<file path="src/rtl/alu_result_stage.sv">
// ---------------------------------------------------------------------------
// alu_result_stage
//
// Result/status stage behind a 6502-style ALU. Captures the ALU result into
// an adder hold register, maintains the processor status register
// {N,V,1,1,D,I,Z,C}, and (optionally) applies the two-step BCD correction
// used by ADC/SBC when the D flag is set.
//
// Build option:
//   ALU_DECIMAL_EN  defined   -> DAA/DSA requests run the DEC_LO/DEC_HI
//                                correction sequence (3-edge latency).
//                   undefined -> every load is binary, sig_DAA/sig_DSA/sig_HC
//                                are ignored and sig_BUSY stays 0. D remains a
//                                plain settable/clearable flag.
//
// Ports:
//   sig_CLK, sig_RST       clock, synchronous active-high reset
//   ALU_OUT, sig_ACR,
//   sig_AVR, sig_HC        ALU result, carry, overflow, half carry
//   sig_ALU_LOAD           capture the ALU result this cycle (ignored if busy)
//   sig_DAA, sig_DSA       decimal add / subtract correction request
//   sig_UPD_NZ/_C/_V       per-flag write enables for the load
//   sig_P_LOAD, P_IN       load status from the data bus (highest priority)
//   sig_SET_x / sig_CLR_x  single-flag commands for C, I, D; clear for V
//   ADD_OUT                adder hold register
//   P_OUT                  status register, bits 5:4 always read 1
//   sig_BUSY               decimal correction in progress
//   sig_VALID              one-cycle pulse: ADD_OUT/P_OUT are final
// ---------------------------------------------------------------------------
module alu_result_stage (
    input  logic       sig_CLK,
    input  logic       sig_RST,
    input  logic [7:0] ALU_OUT,
    input  logic       sig_ACR,
    input  logic       sig_AVR,
    input  logic       sig_HC,
    input  logic       sig_ALU_LOAD,
    input  logic       sig_DAA,
    input  logic       sig_DSA,
    input  logic       sig_UPD_NZ,
    input  logic       sig_UPD_C,
    input  logic       sig_UPD_V,
    input  logic       sig_P_LOAD,
    input  logic [7:0] P_IN,
    input  logic       sig_SET_C,
    input  logic       sig_CLR_C,
    input  logic       sig_SET_I,
    input  logic       sig_CLR_I,
    input  logic       sig_SET_D,
    input  logic       sig_CLR_D,
    input  logic       sig_CLR_V,
    output logic [7:0] ADD_OUT,
    output logic [7:0] P_OUT,
    output logic       sig_BUSY,
    output logic       sig_VALID
);

    typedef enum logic [1:0] {
        IDLE   = 2'd0,
        DEC_LO = 2'd1,
        DEC_HI = 2'd2
    } state_t;

    state_t     state_reg, state_next;
    logic [7:0] add_reg, add_next;
    logic       n_reg, n_next;
    logic       v_reg, v_next;
    logic       d_reg, d_next;
    logic       i_reg, i_next;
    logic       z_reg, z_next;
    logic       c_reg, c_next;
    logic       busy_reg, busy_next;
    logic       valid_reg, valid_next;

    // P_IN[5:4] has no storage behind it: those status bits are constant.
    logic unused_p_in;
    assign unused_p_in = ^P_IN[5:4];

    // Single-flag commands for C (bit 0), I (bit 1), D (bit 2). A command
    // only acts when exactly one of set/clear is asserted.
    logic [2:0] cmd_set, cmd_clr, cmd_hit;
    assign cmd_set = {sig_SET_D, sig_SET_I, sig_SET_C};
    assign cmd_clr = {sig_CLR_D, sig_CLR_I, sig_CLR_C};

    generate
        for (genvar gi = 0; gi < 3; gi++) begin : g_cmd
            assign cmd_hit[gi] = cmd_set[gi] ^ cmd_clr[gi];
        end
    endgenerate

`ifdef ALU_DECIMAL_EN
    // Operands latched at the load edge for the correction sequence.
    logic hc_reg, hc_next;
    logic acr_reg, acr_next;
    logic sub_reg, sub_next;
    logic upd_c_reg, upd_c_next;
    logic dec_req, lo_adj, hi_adj;

    // DAA together with DSA is meaningless and falls back to a binary load.
    assign dec_req = (sig_DAA ^ sig_DSA) & d_reg;

    // Add corrects a nibble on carry-out or a non-BCD digit; subtract
    // corrects only when the nibble borrowed (carry clear).
    assign lo_adj = sub_reg ? ~hc_reg  : (hc_reg  | (add_reg[3:0] > 4'd9));
    assign hi_adj = sub_reg ? ~acr_reg : (acr_reg | (add_reg[7:4] > 4'd9));
`else
    logic unused_dec;
    assign unused_dec = sig_DAA ^ sig_DSA ^ sig_HC;
`endif

    always_comb begin
        state_next = state_reg;
        add_next   = add_reg;
        n_next     = n_reg;
        v_next     = v_reg;
        d_next     = d_reg;
        i_next     = i_reg;
        z_next     = z_reg;
        c_next     = c_reg;
        busy_next  = 1'b0;
        valid_next = 1'b0;
`ifdef ALU_DECIMAL_EN
        hc_next    = hc_reg;
        acr_next   = acr_reg;
        sub_next   = sub_reg;
        upd_c_next = upd_c_reg;
`endif

        // Lowest priority: ALU load and decimal correction.
        case (state_reg)
            IDLE: begin
                if (sig_ALU_LOAD) begin
                    add_next = ALU_OUT;
                    if (sig_UPD_NZ) begin
                        n_next = ALU_OUT[7];
                        z_next = (ALU_OUT == 8'h00);
                    end
                    if (sig_UPD_V) begin
                        v_next = sig_AVR;
                    end
`ifdef ALU_DECIMAL_EN
                    hc_next    = sig_HC;
                    acr_next   = sig_ACR;
                    sub_next   = sig_DSA;
                    upd_c_next = sig_UPD_C;
                    if (dec_req) begin
                        // N/Z/V keep the binary result; C waits for DEC_HI.
                        state_next = DEC_LO;
                        busy_next  = 1'b1;
                    end else begin
                        if (sig_UPD_C) begin
                            c_next = sig_ACR;
                        end
                        valid_next = 1'b1;
                    end
`else
                    if (sig_UPD_C) begin
                        c_next = sig_ACR;
                    end
                    valid_next = 1'b1;
`endif
                end
            end
`ifdef ALU_DECIMAL_EN
            DEC_LO: begin
                if (lo_adj) begin
                    add_next = sub_reg ? (add_reg - 8'h06) : (add_reg + 8'h06);
                end
                state_next = DEC_HI;
                busy_next  = 1'b1;
            end
            DEC_HI: begin
                if (hi_adj) begin
                    add_next = sub_reg ? (add_reg - 8'h60) : (add_reg + 8'h60);
                end
                // For add, the high-digit adjust is exactly the decimal carry.
                if (upd_c_reg) begin
                    c_next = sub_reg ? acr_reg : hi_adj;
                end
                state_next = IDLE;
                valid_next = 1'b1;
            end
`endif
            default: begin
                state_next = IDLE;
            end
        endcase

        // Single-flag commands override the ALU/decimal flag update.
        if (cmd_hit[0]) begin
            c_next = cmd_set[0];
        end
        if (cmd_hit[1]) begin
            i_next = cmd_set[1];
        end
        if (cmd_hit[2]) begin
            d_next = cmd_set[2];
        end
        if (sig_CLR_V) begin
            v_next = 1'b0;
        end

        // Bus load of P overrides every other flag source.
        if (sig_P_LOAD) begin
            n_next = P_IN[7];
            v_next = P_IN[6];
            d_next = P_IN[3];
            i_next = P_IN[2];
            z_next = P_IN[1];
            c_next = P_IN[0];
        end
    end

    always_ff @(posedge sig_CLK) begin
        if (sig_RST) begin
            state_reg <= IDLE;
            add_reg   <= 8'h00;
            n_reg     <= 1'b0;
            v_reg     <= 1'b0;
            d_reg     <= 1'b0;
            i_reg     <= 1'b1;
            z_reg     <= 1'b0;
            c_reg     <= 1'b0;
            busy_reg  <= 1'b0;
            valid_reg <= 1'b0;
`ifdef ALU_DECIMAL_EN
            hc_reg    <= 1'b0;
            acr_reg   <= 1'b0;
            sub_reg   <= 1'b0;
            upd_c_reg <= 1'b0;
`endif
        end else begin
            state_reg <= state_next;
            add_reg   <= add_next;
            n_reg     <= n_next;
            v_reg     <= v_next;
            d_reg     <= d_next;
            i_reg     <= i_next;
            z_reg     <= z_next;
            c_reg     <= c_next;
            busy_reg  <= busy_next;
            valid_reg <= valid_next;
`ifdef ALU_DECIMAL_EN
            hc_reg    <= hc_next;
            acr_reg   <= acr_next;
            sub_reg   <= sub_next;
            upd_c_reg <= upd_c_next;
`endif
        end
    end

    assign ADD_OUT   = add_reg;
    assign P_OUT     = {n_reg, v_reg, 2'b11, d_reg, i_reg, z_reg, c_reg};
    assign sig_BUSY  = busy_reg;
    assign sig_VALID = valid_reg;

endmodule

</file>
<file path="config.mk">
export PLATFORM = sky130hd
export DESIGN_NAME = alu_result_stage
export DESIGN_NICKNAME = d
export VERILOG_FILES = /design/src/rtl/alu_result_stage.sv
export SDC_FILE = /design/constraint.sdc
export NUM_CORES = 1
export LEC_CHECK = 0
export CAP_MARGIN = 20
export CORE_MARGIN = 5
export CORE_UTILIZATION = 35
export CTS_CLUSTER_SIZE = 30
export DETAILED_ROUTE_END_ITERATION = 6
export PLACE_DENSITY = 0.93
export RECOVER_POWER = 100
export SYNTH_ARGS = -nofsm -noshare
export SYNTH_HDL_FRONTEND = slang
export SYNTH_SLANG_ARGS = --single-unit
</file>
<file path="constraint.sdc">
create_clock -name sig_CLK -period 3.7 [get_ports sig_CLK]
set_input_delay 0.74 -clock sig_CLK [delete_from_list [all_inputs] [get_ports sig_CLK]]
set_output_delay 0.74 -clock sig_CLK [all_outputs]
set_load 0.01 [all_outputs]
</file>
==> results of run 1 <==
[cells by family (layout without fill, tap and decap cells)]
family / after synthesis / count (layout) / share of synthesized area (%)
AND/OR/NAND/NOR: 21 / 21 / 15.5
buffers and inverters: 18 / 54 / 15.0
flip-flops: 15 / 15 / 42.4
AO/OA/AOI/OAI: 13 / 13 / 11.8
multiplexers: 9 / 9 / 12.7
other: 2 / 3 / 1.06
adder cells (fa/ha/maj): 1 / 1 / 1.41
[synthesized netlist by cell type, drive strengths merged, types with 2 or more instances]
library cell and instances:
inv 6, a21oi 4, nand2 3, a221oi 2
nor2b 2, or4 3, buf 11, and3 2
dfxtp 15, conb 2, o21ai 2, o22ai 2
nor2 8, mux2i 9
[final timing paths]
kind	to	slack (ns)	from
worst max-delay path	z_reg	1.39	sig_ALU_LOAD
worst min-delay path	ADD_OUT[7]	0.50	ADD_OUT[7]
worst max register to register	c_reg	2.79	c_reg
worst min register to register	ADD_OUT[7]	0.50	ADD_OUT[7]
[critical path: cells and delay by family]
family | cells | cell delay [ns]
AO/OA/AOI/OAI | 1 | 0.12
AND/OR/NAND/NOR | 2 | 0.68
buffers and inverters | 1 | 0.94
[area by class of cell]
class	count	share of cell area, %
repair buffers	44	39.0
multi-input cells	47	27.1
flip-flops and latches	15	26.6
well taps	27	2.99
clock buffers	4	2.33
inverters	6	2.00
[layer usage]
metal / vias up / GRT usage [%] / routed length, um
li1: 332 / - / -
met1: 296 / 11.9 / 701
met2: 25 / 22.8 / 935
met3: 2 / 5.36 / 223
met4: 0 / 2.43 / 8
met5: - / 0 / 0
[power by group]
part / internal [uW] / switching (uW) / leakage [uW]
clock: 41.7 / 48.2 / 0.0000150
combinational: 51.9 / 32.0 / 0.000366
sequential: 172 / 4.24 / 0.000124
[per-stage QoR]
| stage | power, uW | hold WS, ns | setup slack [ns] | util, % |
|---|---|---|---|---|
| floorplan | 220 | 0.459 | 1.88 | - |
| global placement | 266 | 0.475 | 1.21 | 56.8 |
| detailed placement | 269 | 0.486 | 1.17 | 56.8 |
| CTS | 361 | 0.509 | 1.45 | 58.1 |
| global route | 375 | 0.519 | 1.34 | 58.1 |
| finish | 350 | 0.498 | 1.39 | 58.1 |
==> flow_metrics.env, run 1 <==
export IMPL_status="finished clean"
export IMPL_whs_path_depth=2
export IMPL_critPathMaxFanout=14
export IMPL_antenna_left=0
export IMPL_worstSetupEndpointType="register"
export IMPL_finalCritPeriodShare_pct=62.3
export IMPL_grt_overflow=0
export IMPL_max_freq_ghz=0.434
export IMPL_clock_path_buffers=2
export IMPL_dpl_cell_count=139
export IMPL_drive_above_1_share_pct=4.31
export IMPL_final_setup_skew_ns=0
export IMPL_finalInstanceArea_sq_um=1130
export IMPL_final_common_cell="clkdlybuf4s50_1"
export IMPL_clkLatencyLatePin_ns=0.27
export IMPL_area_delta_synth_final_pct=59.4
export IMPL_core_sq_um=1940
export IMPL_synthArstFlopShare_pct=0
export IMPL_critPathMaxStageDelay_ns=0.94
export IMPL_cp_start_kind="input pin"
export IMPL_wl_per_cell_um=13.1
export IMPL_power_density_nw_per_um2=310
export IMPL_grt_usage_pct=12.0
export IMPL_slew_violations=0
export IMPL_multi_input_area_sq_um=305
export IMPL_dp_hpwl_um=1500
export IMPL_start_util_pct=36.5
export IMPL_antenna_found_initial=0
export IMPL_synth_area_leader_cell="dfxtp_1"
export IMPL_ys_warn_count=0
export IMPL_fill_cells=170
export IMPL_synthFlopType="dfxtp_1"
export IMPL_grt_pass1_vias=610
export IMPL_ctsResizeCount=0
export IMPL_viasPerCell=4.58
export IMPL_grt_max_degree=18
export IMPL_clk_pin_slew_ns=0.09
export IMPL_ir_drop_mv=0.152
export IMPL_fin_crit_ns=2.31
export IMPL_worstPathCellList="dlygate4sd3_1 -> nand2_1 -> or4_1 -> o32ai_1"
export IMPL_num_rows=16
export IMPL_post_cts_buffers=0
export IMPL_finalSetupTns_ns=0
export IMPL_largest_reg_flops=8
export IMPL_r2r_cells=3
export IMPL_tightest_slew_ns=0.632
export IMPL_firstDrtPassIters=3
export IMPL_placedInstanceArea_sq_um=1100
export IMPL_synth_avg_cell_area_sq_um=8.96
export IMPL_critical_path_arrival_ns=2.49
export IMPL_num_io_pins=53
export IMPL_rsz0062_at_grt="false"
export IMPL_synth_cell_types=25
export IMPL_hold_class="register to register"
export IMPL_routed_wl_um=1870
export IMPL_regArea_sq_um=300
export IMPL_cts_tree="done"
export IMPL_cts_root_buf="clkbuf_4"
export IMPL_grt_first_pass_wirelength_um=2640
export IMPL_final_cell_mix="clkdlybuf4s50_1, dlygate4sd3_1, dfxtp_1"
export IMPL_routed_via_count=655
export IMPL_die_area_sq_um=3020
export IMPL_portBuffers=44
export IMPL_die_width_um=55.0
export IMPL_maxCapViolations=0
export IMPL_synth_seq_cells=15
export IMPL_drc=0
export IMPL_leakage_uw=0.000505
export IMPL_diodes=0
export IMPL_syn_inst=79
export IMPL_crit_type="input pin to register"
export IMPL_slowest_stage="dlygate4sd3_1"
export IMPL_setup_viol=0
export IMPL_synthTopCellsByArea="dfxtp_1, mux2i_1, buf_4"
export IMPL_cts_made_buffers=3
export IMPL_syn_area_sq_um=708
export IMPL_drt_iter0_drc=6
export IMPL_synth_top_area_share_pct=42.4
export IMPL_htreeDepth=1
export IMPL_slew_headroom_pct=57.7
export IMPL_final_nets=152
export IMPL_hold_viol=0
export IMPL_die_h_um=55.0
export IMPL_fin_cells=143
export IMPL_clock_sinks=15
export IMPL_gp_congestion=0.653
export IMPL_yosysSeqAreaShare_pct=42.4
export IMPL_postCtsHoldBufs=0
export IMPL_worstPathRequired_ns=3.88
export IMPL_synth_edf_count=0
Note: power is estimated with default switching activity, not from simulation.
==> run 2: changes to the inputs <==
--- a/config.mk
+++ b/config.mk
@@ -7,10 +7,10 @@
 export LEC_CHECK = 0
 export CAP_MARGIN = 20
 export CORE_MARGIN = 5
-export CORE_UTILIZATION = 35
+export CORE_UTILIZATION = 30
 export CTS_CLUSTER_SIZE = 30
 export DETAILED_ROUTE_END_ITERATION = 6
-export PLACE_DENSITY = 0.93
+export PLACE_DENSITY = 0.85
 export RECOVER_POWER = 100
 export SYNTH_ARGS = -nofsm -noshare
 export SYNTH_HDL_FRONTEND = slang
==> constraint.sdc (replaced) <==
create_clock -name sig_CLK -period 1.9 [get_ports sig_CLK]
set_input_delay 0.38 -clock sig_CLK [delete_from_list [all_inputs] [get_ports sig_CLK]]
set_output_delay 0.38 -clock sig_CLK [all_outputs]
set_load 0.01 [all_outputs]
==> flow_metrics.env, run 2 (same netlist as run 1, synthesis figures left out) <==
export IMPL_status="finished clean"
export IMPL_antenna_found_initial=0
export IMPL_worstHoldStart="d_reg"
export IMPL_grt_max_degree=17
export IMPL_post_cts_buffers=0
export IMPL_finalInstanceArea_sq_um=1160
export IMPL_cts_tree="done"
export IMPL_area_delta_synth_final_pct=63.3
export IMPL_routed_wl_um=1970
export IMPL_hold_class="register to register"
export IMPL_power_density_nw_per_um2=601
export IMPL_portBuffers=44
export IMPL_drive_above_1_share_pct=6.67
export IMPL_postCtsHoldBufs=0
export IMPL_largest_reg_flops=8
export IMPL_die_area_sq_um=3430
export IMPL_hold_viol=0
export IMPL_cp_start_kind="input pin"
export IMPL_clkLatencyLatePin_ns=0.28
export IMPL_leakage_uw=0.000520
export IMPL_diodes=0
export IMPL_r2r_start="c_reg"
export IMPL_worstPathRequired_ns=2.09
export IMPL_ir_drop_mv=0.231
export IMPL_final_nets=156
export IMPL_slowest_stage="or4_1"
export IMPL_num_rows=17
export IMPL_clk_pin_slew_ns=0.09
export IMPL_firstDrtPassIters=2
export IMPL_layout_setup_ws_ns=0.254
export IMPL_grt_first_pass_wirelength_um=3110
export IMPL_worstSetupEndpointType="register"
export IMPL_drc=0
export IMPL_finalCritPeriodShare_pct=86.6
export IMPL_start_util_pct=31.7
export IMPL_die_width_um=58.6
export IMPL_max_freq_ghz=0.608
export IMPL_cts_root_buf="clkbuf_4"
export IMPL_post_place_ws_ns=-0.0436
export IMPL_core_sq_um=2230
export IMPL_ctsResizeCount=0
export IMPL_maxCapViolations=0
export IMPL_cts_made_buffers=3
export IMPL_antenna_left=0
export IMPL_grt_busiest_layer="met2"
export IMPL_clock_sinks=15
export IMPL_clock_path_buffers=2
export IMPL_placedInstanceArea_sq_um=1130
export IMPL_htreeDepth=1
export IMPL_critPathMaxStageDelay_ns=0.51
export IMPL_final_common_cell="clkdlybuf4s50_1"
export IMPL_crit_type="input pin to register"
export IMPL_path_common_cell="or4_1"
export IMPL_critPathMaxFanout=2
export IMPL_globalRouteMet2Util_pct=20.9
export IMPL_finalSetupTns_ns=0
export IMPL_gr_usage_met3_pct=3.51
export IMPL_finalPower_uw=695
export IMPL_worstPathCellList="clkdlybuf4s50_1 -> or4_1 -> or4_1 -> o32ai_1"
export IMPL_grt_usage_pct=11.7
export IMPL_wl_per_cell_um=13.3
export IMPL_final_setup_skew_ns=0
export IMPL_grt_pass1_vias=708
export IMPL_viasPerCell=4.58
export IMPL_gp_congestion=0.769
export IMPL_num_io_pins=53
export IMPL_slew_violations=0
export IMPL_final_cell_mix="clkdlybuf4s50_1, dlygate4sd3_1, dfxtp_1"
export IMPL_grt_use_met1_pct=13.2
export IMPL_routed_via_count=678
export IMPL_critical_path_arrival_ns=1.84
export IMPL_grt_overflow=0
export IMPL_cp_startpoint="ALU_OUT[0]"
export IMPL_setup_viol=0
export IMPL_fin_crit_ns=1.65
export IMPL_die_h_um=58.6
export IMPL_rsz0062_at_grt="false"
export IMPL_dp_hpwl_um=1600
export IMPL_drt_iter0_drc=17
==> run 2: changes by cell type in the layout (fill, tap and decap cells not counted), sizes merged <==
cell	previous run	this run
buf	0	3
clkbuf	4	5
clkdlybuf4s50	26	27
dlygate4sd3	18	17
==> run 2: cell type report <==
class	instances	area, sq um
clock buffers	4	26.3
inverters	6	22.5
fillers	214	1080
well taps	28	35.0
multi-input cells	47	305
flip-flops and latches	15	300
repair buffers	48	467
==> run 2: worst max-delay path: cells and delay by family <==
family	cells	cell delay (ns)
compound gates	1	0.12
simple gates	2	0.92
buf+inv	1	0.41
==> run 2: report_power, final <==
part	total [uW]	switching (uW)	internal, uW	leakage (uW)
Combinational	168	62.5	105	0.000381
Clock	184	102	81.3	0.0000150
Sequential	343	8.64	335	0.000124
==> run 2: stage by stage <==
stage | utilization, % | hold slack (ns) | std cells
after CTS | 51.9 | 0.503 | 148
after global routing | 51.8 | 0.539 | 148
after global placement | 50.8 | 0.475 | 144
after detailed placement | 50.8 | 0.490 | 144
final | 51.8 | 0.495 | 148
after floorplan | - | 0.452 | 80
==> run 2: final timing paths <==
path | end | slack [ns] | cells after the start
setup / recovery | z_reg | 0.25 | 4
hold / removal | d_reg | 0.50 | 2
setup reg to reg | c_reg | 0.93 | 3
hold reg to reg | d_reg | 0.50 | 2
==> run 2: metal layers <==
layer,up-vias,wire length (um)
met5,-,0
met4,0,7
met3,2,193
met2,26,968
met1,308,795
li1,342,-
